File: src/rtl/rv32_bus_pkg.sv
// Shared types and helpers for the rv32 instruction/data bus arbiter.
package rv32_bus_pkg;

    typedef enum logic {
        BUS_OWNER_INSTR = 1'b0,
        BUS_OWNER_DATA  = 1'b1
    } bus_owner_t;

    localparam int DEF_MAX_DATA_GRANTS = 4;
    localparam int DEF_TIMEOUT_CYCLES  = 1024;

    // Width of a counter that must hold values 0..max_val (at least one bit).
    function automatic int cnt_w(input int max_val);
        return (max_val < 1) ? 1 : $clog2(max_val + 1);
    endfunction

endpackage

File: src/rtl/rv32_bus_watchdog.sv
// Stall watchdog: counts cycles a granted transaction waits for ready and
// raises a sticky error once the limit is hit. Never touches the bus itself.
module rv32_bus_watchdog
    import rv32_bus_pkg::*;
#(
    parameter int TIMEOUT_CYCLES = DEF_TIMEOUT_CYCLES
) (
    input  logic clk,
    input  logic reset_,
    input  logic active,
    input  logic ready,
    output logic timeout_error
);

    localparam int WD_W = cnt_w(TIMEOUT_CYCLES);
    localparam logic [WD_W-1:0] WD_LAST = WD_W'((TIMEOUT_CYCLES > 0) ? TIMEOUT_CYCLES - 1 : 0);

    logic [WD_W-1:0] wd_cnt;
    logic            stalled;

    assign stalled = active & ~ready;

    always_ff @(posedge clk or posedge reset_) begin
        if (reset_) begin
            wd_cnt        <= '0;
            timeout_error <= 1'b0;
        end else begin
            // Counter parks at its last value so it cannot wrap while a stall persists.
            if (!stalled) begin
                wd_cnt <= '0;
            end else if (wd_cnt != WD_LAST) begin
                wd_cnt <= wd_cnt + WD_W'(1);
            end
            if ((TIMEOUT_CYCLES != 0) && stalled && (wd_cnt == WD_LAST)) begin
                timeout_error <= 1'b1;
            end
        end
    end

endmodule

File: src/rtl/rv32_bus_arbiter.sv
// Shares one memory bus between the rv32 fetch and load/store ports. Data has
// priority, bounded by a starvation counter; a granted transaction is locked until ready.
module rv32_bus_arbiter
    import rv32_bus_pkg::*;
#(
    parameter int MAX_DATA_GRANTS = DEF_MAX_DATA_GRANTS,
    parameter int TIMEOUT_CYCLES  = DEF_TIMEOUT_CYCLES
) (
    input  logic        clk,
    input  logic        reset_,
    input  logic [31:0] instr_address_in,
    input  logic        instr_read_in,
    output logic [31:0] instr_read_value_out,
    output logic        instr_ready_out,
    input  logic [31:0] data_address_in,
    input  logic        data_read_in,
    input  logic        data_write_in,
    input  logic [3:0]  data_write_mask_in,
    input  logic [31:0] data_write_value_in,
    output logic [31:0] data_read_value_out,
    output logic        data_ready_out,
    output logic [31:0] mem_address_out,
    output logic        mem_read_out,
    output logic        mem_write_out,
    output logic [3:0]  mem_write_mask_out,
    output logic [31:0] mem_write_value_out,
    input  logic [31:0] mem_read_value_in,
    input  logic        mem_ready_in,
    output logic        timeout_error_out
);

    localparam int STARVE_W = cnt_w(MAX_DATA_GRANTS);
    localparam logic [STARVE_W-1:0] STARVE_MAX = STARVE_W'(MAX_DATA_GRANTS);

    logic                busy;
    bus_owner_t          owner;
    logic [STARVE_W-1:0] starve_cnt;

    bus_owner_t winner;
    bus_owner_t sel_owner;
    logic       instr_req;
    logic       data_req;
    logic       sel_req;
    logic       sel_active;
    logic       sel_data;
    logic       done;

    always_comb begin
        instr_req = instr_read_in;
        data_req  = data_read_in | data_write_in;
        winner    = BUS_OWNER_INSTR;
        if (instr_req && data_req) begin
            winner = (starve_cnt == STARVE_MAX) ? BUS_OWNER_INSTR : BUS_OWNER_DATA;
        end else if (data_req) begin
            winner = BUS_OWNER_DATA;
        end
        sel_owner = busy ? owner : winner;
        sel_req   = (sel_owner == BUS_OWNER_DATA) ? data_req : instr_req;
        // Gating with reset makes the strobes fall as soon as reset asserts.
        sel_active = sel_req & ~reset_;
        sel_data   = sel_active & (sel_owner == BUS_OWNER_DATA);
        done       = sel_active & mem_ready_in;
    end

    assign mem_address_out      = !sel_active ? 32'h0 : (sel_data ? data_address_in : instr_address_in);
    assign mem_read_out         = sel_data ? data_read_in : sel_active;
    assign mem_write_out        = sel_data & data_write_in;
    assign mem_write_mask_out   = sel_data ? data_write_mask_in : 4'h0;
    assign mem_write_value_out  = sel_data ? data_write_value_in : 32'h0;
    assign instr_ready_out      = done & ~sel_data;
    assign data_ready_out       = done & sel_data;
    assign instr_read_value_out = mem_read_value_in;
    assign data_read_value_out  = mem_read_value_in;

    always_ff @(posedge clk or posedge reset_) begin
        if (reset_) begin
            busy       <= 1'b0;
            owner      <= BUS_OWNER_INSTR;
            starve_cnt <= '0;
        end else begin
            // An abandoned or completed transaction both release the lock.
            if (sel_active && !mem_ready_in) begin
                busy  <= 1'b1;
                owner <= sel_owner;
            end else begin
                busy <= 1'b0;
            end
            if (done) begin
                if (sel_data && instr_req) begin
                    if (starve_cnt != STARVE_MAX) begin
                        starve_cnt <= starve_cnt + STARVE_W'(1);
                    end
                end else begin
                    starve_cnt <= '0;
                end
            end
        end
    end

    rv32_bus_watchdog #(
        .TIMEOUT_CYCLES(TIMEOUT_CYCLES)
    ) u_watchdog (
        .clk          (clk),
        .reset_       (reset_),
        .active       (sel_active),
        .ready        (mem_ready_in),
        .timeout_error(timeout_error_out)
    );

endmodule
File: config.mk
export PLATFORM = sky130hd
export DESIGN_NAME = rv32_bus_arbiter
export DESIGN_NICKNAME = d
export VERILOG_FILES = /design/src/rtl/rv32_bus_pkg.sv /design/src/rtl/rv32_bus_watchdog.sv /design/src/rtl/rv32_bus_arbiter.sv
export SDC_FILE = /design/constraint.sdc
export NUM_CORES = 1
export LEC_CHECK = 0
export ABC_AREA = 1
export CORE_AREA = 3 3 104 106
export DETAILED_ROUTE_END_ITERATION = 7
export DIE_AREA = 0 0 107 109
export PLACE_DENSITY = 0.75
export REMOVE_ABC_BUFFERS = 1
export SLEW_MARGIN = 20
export SYNTH_ARGS = -nofsm -noshare
export SYNTH_HDL_FRONTEND = slang
export SYNTH_HIERARCHICAL = 1
export SYNTH_SLANG_ARGS = --single-unit
File: constraint.sdc
create_clock -name clk -period 1.9 [get_ports clk]
set_clock_uncertainty 0.1 [all_clocks]
set_input_delay 0.57 -clock clk [delete_from_list [all_inputs] [get_ports clk]]
set_output_delay 0.57 -clock clk [all_outputs]
set_load 0.005 [all_outputs]
# [After elaboration in Yosys (flattened, before gate mapping)]
# Index checks and enable logic that the tools add are counted.
[op_classes] n_addsub=2 n_eq_ne=6 reduce_logical=6 mux=15 n_bitwise=11
[ops] cell="$mux W32" count=3
[ops] cell="$mux W11" count=2
[ops] cell="$add A11 B1 Y11 const B" count=1
[ops] cell="$eq A11 B10 Y1 const B" count=1
[ops] cell="$ne A11 B10 Y1 const B" count=1
[ops] cell="$and A1 B1 Y1" count=7
[ops] cell="$mux W1" count=7
[ops] cell="$mux W3" count=2
[ops] cell="$logic_and A1 B1 Y1" count=4
[ops] cell="$mux W4" count=1
[ops] cell="$add A3 B1 Y3 const B" count=1
[ops] cell="$eq A3 B3 Y1 const B" count=1
[ops] cell="$ne A3 B3 Y1 const B" count=1
[ops] cell="$not A1 Y1" count=3
[ops] cell="$ne A2 B1 Y1 const B" count=1
[ops] cell="$ne A2 B2 Y1 const B" count=1
[ops] cell="$reduce_and A2 Y1" count=1
[ops] cell="$logic_not A1 Y1" count=1
[ops] cell="$or A1 B1 Y1" count=1
[totals] register_bits=17 in_bits=138 out_inout_bits=137

# [Longest topological paths before layout]
[logic_depth] ltp_word=10 depth_mapped=14 mapped_depth_nobuf=13

# [Cells and area by module]
# Netlist, hierarchy kept.
[modules_own_cells] mod="rv32_bus_arbiter" area_per_inst_um2=1774.2 seq_area_each_um2=125.1 cells_per_inst=342 instances=1
[modules_own_cells] mod="rv32_bus_watchdog" area_per_inst_um2=670.6 seq_area_each_um2=300.3 cells_per_inst=87 instances=1

# [Least setup slack after synthesis]
# Ideal clock, no wire load.
[synth_timing] kind="input -> output" from="input data_write_in" to="output mem_write_value_out[14]" path_stages=8 required_ns=1.230 arrival_ns=1.370 path_buffers=2 setup_slack_ns=-0.140 path_cell_list="inv_1 > nand2_2 > nand3_2 > nand2_4 > nand2_2 > buf_6 > buf_4 > nor2_1"
[synth_between] elab_chain_len=8
[synth_lines] element="from (decl)" line_no="rv32_bus_arbiter.sv:17" text="input logic data_write_in,"
[synth_lines] element="$or A1 B1 Y1 (*)" line_no="rv32_bus_arbiter.sv:50" text="data_req = data_read_in | data_write_in;"
[synth_lines] element="$mux W1 or $logic_and A1 B1 Y1 (tied branches)" line_no="rv32_bus_arbiter.sv:54, rv32_bus_arbiter.sv:52"
[synth_lines] element="$mux W1" line_no="rv32_bus_arbiter.sv:52" text="if (instr_req && data_req) begin"
[synth_lines] element="$mux W1" line_no="rv32_bus_arbiter.sv:57" text="sel_owner = busy ? owner : winner;"
[synth_lines] element="$mux W1" line_no="rv32_bus_arbiter.sv:58" text="sel_req = (sel_owner == BUS_OWNER_DATA) ? data_req : instr_req;"
[synth_lines] element="$and A1 B1 Y1" line_no="rv32_bus_arbiter.sv:60" text="sel_active = sel_req & ~reset_;"
[synth_lines] element="$and A1 B1 Y1 (*)" line_no="rv32_bus_arbiter.sv:61" text="sel_data = sel_active & (sel_owner == BUS_OWNER_DATA);"
[synth_lines] element="$mux W32 (*)" line_no="rv32_bus_arbiter.sv:69" text="assign mem_write_value_out = sel_data ? data_write_value_in : 32'h0;"
[synth_lines] element="to (decl)" line_no="rv32_bus_arbiter.sv:26" text="output logic [31:0] mem_write_value_out,"
# Mark *: on every way between the ends. The rest lies on a longest branch, timed or not.

# [Final worst setup path]
[layout_timing] from="register starve_cnt[0]" to="output mem_address_out[29]"
[layout_between] elab_chain_len=9
[layout_lines] element="from (decl)" line_no="rv32_bus_arbiter.sv:37" text="logic [STARVE_W-1:0] starve_cnt;"
[layout_lines] element="from (signal assigned)" line_no="rv32_bus_arbiter.sv:91" text="starve_cnt <= starve_cnt + STARVE_W'(1);"
[layout_lines] element="$eq A3 B3 Y1 (*)" line_no="rv32_bus_arbiter.sv:53" text="winner = (starve_cnt == STARVE_MAX) ? BUS_OWNER_INSTR : BUS_OWNER_DATA;"
[layout_lines] element="$mux W1 (*)" line_no="rv32_bus_arbiter.sv:53"
[layout_lines] element="$mux W1 (*)" line_no="rv32_bus_arbiter.sv:52"
[layout_lines] element="$mux W1 (*)" line_no="rv32_bus_arbiter.sv:57"
[layout_lines] element="$mux W1" line_no="rv32_bus_arbiter.sv:58"
[layout_lines] element="$and A1 B1 Y1" line_no="rv32_bus_arbiter.sv:60"
[layout_lines] element="$and A1 B1 Y1" line_no="rv32_bus_arbiter.sv:61"
[layout_lines] element="$mux W32" line_no="rv32_bus_arbiter.sv:65" text="assign mem_address_out = !sel_active ? 32'h0 : (sel_data ? data_address_in : instr_address_in);"
[layout_lines] element="$mux W32 (*)" line_no="rv32_bus_arbiter.sv:65"
[layout_lines] element="to (decl)" line_no="rv32_bus_arbiter.sv:22" text="output logic [31:0] mem_address_out,"
# Marks and branches as above.

==> results.md <==
* Num Clock Sinks at 17
* Post-synth EDFFs at 0
* Sw Ratio at 37.7%
* Yosys reg bits at 17
* Vias at 3396
* Combinational Power Share at a little over two thirds
* Setup crit end kind: primary output
* Port bufs at between 150 and 200
* Max stage delay on crit path at slightly below 400 ps
* Post-DP HPWL at ~13000 µm
* Global route overflow at 0
* Final Non-Filler Cells at ~740
* YS warnings at 6
* Sequential share of power at between 10% and 20%
* Largest area contributor in the netlist: buf_4
* R2R Setup Slk at -390 ps
* Synthesized cell area at around 2400 µm²
* Rows at 36
* First-pass GRT wire length at approximately 23000 µm
* Commonest cells after routing, fill and taps aside: clkdlybuf4s50_1, nand2_1, inv_1, buf_6, buf_2
* Min setup slack post-route at -646 ps
* ANT nets after route at 0
* Num CTS Buffers at 3
* Max FO, Critical Path at 7
* Avg WL per Cell at ~23 µm
* Final max-slew violation count at 0
* Die Span Y at about 110 µm
* Final-stage net count at around 750
* Root Buffer: clkbuf_8
* Max-cap violations at 0
* Drt first-iter violations at between 200 and 250
* Clock transition at path regs at roughly 70 ps
* Worst flop-to-flop path startpoint: starve_cnt[0]
* Seq/Total Area, Yosys at 17.4%
* Final Critical Period at roughly 2500 ps
* Residual DRC at 0
* Cell Chain, Critical Path: inv_1 > ha_2 > nand3_2 > nand3_2 > nand2_4 > nand2_8 > buf_6 > nand2_8 > buf_6 > buf_6 > o21ai_2 > nor2_1 > buf_2
* CP arrival at 1880 ps
* Crit-path most repeated cell: buf_6
* Total Power at between 0.002 and 0.0025 W
* Initial Util at between 20% and 30%
* Post-placement cell count at ~690
* Crit-path slowest cell: dfrtp_1
* Worst skew pair latency at 250 ps
* Switching component of the power at roughly 0.00081 W
* Internal cell power at between 0.001 and 0.0015 W
* Most common flop cell mapped by yosys: dfrtp_1
* Share of layout cells above drive strength 1 at about 46%
* Post-Syn Area per Cell at ~5.7 µm²
* Worst setup SP type: register
* CTS tree: done
* VDD IR-drop max at 0.000226 V
* Critical path type: reg2out
* Die area at 11700 µm²
* Rel. slew slack at between 60% and 70%
* Final Hold Fails at 0
* H-tree depth at 1
* Clk network pwr share at between 10% and 20%
* Worst-margin pin slew at roughly 490 ps
* Crit path from: starve_cnt[0]
* Final GP Congestion at about 0.86
* Final setup violation count at 86
* Clock buffer depth at 2
* Hold-fix buffers, CTS at 0
* Leading post-synthesis cells by cell area: buf_4, nand2_1, dfrtp_1, inv_1, nor2_1
* GRT Overall Usage at between 20% and 30%
* Initial antenna violation count at 1
* DRT Wirelength at 17200 µm
* CP required at around 1200 ps
* Status: finished with violations
* I/O pin cnt at 275
* Hold crit path type: reg2reg
* Area of the core at around 10000 µm²
* Die width at 107 µm
* RSZ-0062 raised after global routing: true
* Via density at 4.58
* Largest net degree at the start of global routing at 18
* Failing checks: negative setup slack
* Detailed Routing Iterations Pass 1 at 5
* Distinct cell type count after synthesis at 28
* Post-Synthesis Cells at ~430
* Synth top area share at between 20 and 25%
* Hold path start: u_watchdog/timeout_error
* Achievable Freq at between 300 and 400 MHz
* Synth async-reset ratio at 100%
* Leakage power at 2.71 nW
* PwrDens at 423 nW/µm²
* Vias in the first global route at 3431
* Period Utilization, post-route at 134%
* Synth-to-layout area growth at 108%
* Leading cell type in the layout, fill and taps excluded: clkdlybuf4s50_1
[power by group through the flow]
stage | Combinational (W) | Clock, W | Sequential (W)
CTS | 0.00130 | 0.000275 | 0.000385
finish | 0.00150 | 0.000267 | 0.000386
global route | 0.00160 | 0.000287 | 0.000387
floorplan | 0.000317 | 0 | 0.000390
global placement | 0.00101 | 0 | 0.000390
detailed placement | 0.00102 | 0 | 0.000391
[state kept, by name (all words and copies together), names as in the netlist]
signal	count
busy	1
owner	1
starve_cnt	3
u_watchdog/timeout_error	1
u_watchdog/wd_cnt	11
[synth_stat cells (2+ instances only)]
master,number
inv_1,79
a21oi_1,10
nand2_2,5
nand4_1,2
buf_6,2
nand2_1,125
nor2_4,3
nor2_2,3
or2_2,3
nand3_2,2
nand2_4,3
ha_1,3
dfrtp_1,17
buf_2,9
nand3_1,20
buf_4,67
o21ai_1,10
nor2_1,56
[cell families after synthesis]
logic type               count (synthesis)  share of synthesized area, %
AO/OA/AOI/OAI                           26                          5.94
XOR/XNOR                                 1                         0.358
adder cells (fa/ha/maj)                  3                          1.54
buffers and inverters                  160                          36.0
flip-flops                              17                          17.4
AND/OR/NAND/NOR                        222                          38.8
[worst max-delay path, delay by kind of cell, from the launching register on]
family | cells | cell delay [ps]
buffers and inverters | 5 | 550
AND/OR/NAND/NOR | 6 | 480
flip-flops | 1 | 390
adder cells (fa/ha/maj) | 1 | 160
AO/OA/AOI/OAI | 1 | 40
[per-stage QoR]
stage	TNS [ps]	hold WS, ps	utilization (%)	worst slack (ps)	area (µm²)
6_report	-44460	370	51.6	-646	5090
5_1_grt	-51070	407	51.6	-721	5090
4_1_cts	-42820	367	46.7	-664	4600
3_5_place_dp	-101560	349	40.8	-1330	4030
3_3_place_gp	-99010	347	40.8	-1300	4030
2_1_floorplan	-44710	249	-	-716	1870
[routing by layer]
layer	GRT usage, %	vias to the layer above	wire length, µm
li1	-	1558	-
met4	11.0	2	774
met1	27.8	1534	5490
met2	43.6	264	7380
met3	20.5	38	3580
met5	4.91	-	27
[final timing paths]
kind                                             to  depth (start not counted)
max in group asynchronous      u_watchdog/wd_cnt[0]                          3
setup / recovery                mem_address_out[29]                         13
hold / removal             u_watchdog/timeout_error                          2
setup reg to reg               u_watchdog/wd_cnt[2]                         15
hold reg to reg            u_watchdog/timeout_error                          2
min in group asynchronous             starve_cnt[0]                          3
[final cells by class]
class / instances / area, µm²
fillers: 885 / 4770
flip-flops and latches: 17 / 425
diodes: 1 / 2.50
well taps: 133 / 166
inverters: 81 / 320
clock buffers: 4 / 45.0
repair buffers: 249 / 2440
multi-input cells: 256 / 1690
[repair_timing]
action | 4_1_cts | 5_1_grt
resized for setup | 409 | 136
cloned | 8 | 4
buffers inserted | 33 | 10
endpoints found under the setup margin | 89 | 88
pin swaps | 32 | 41
Power figures use the tool's default switching activity.
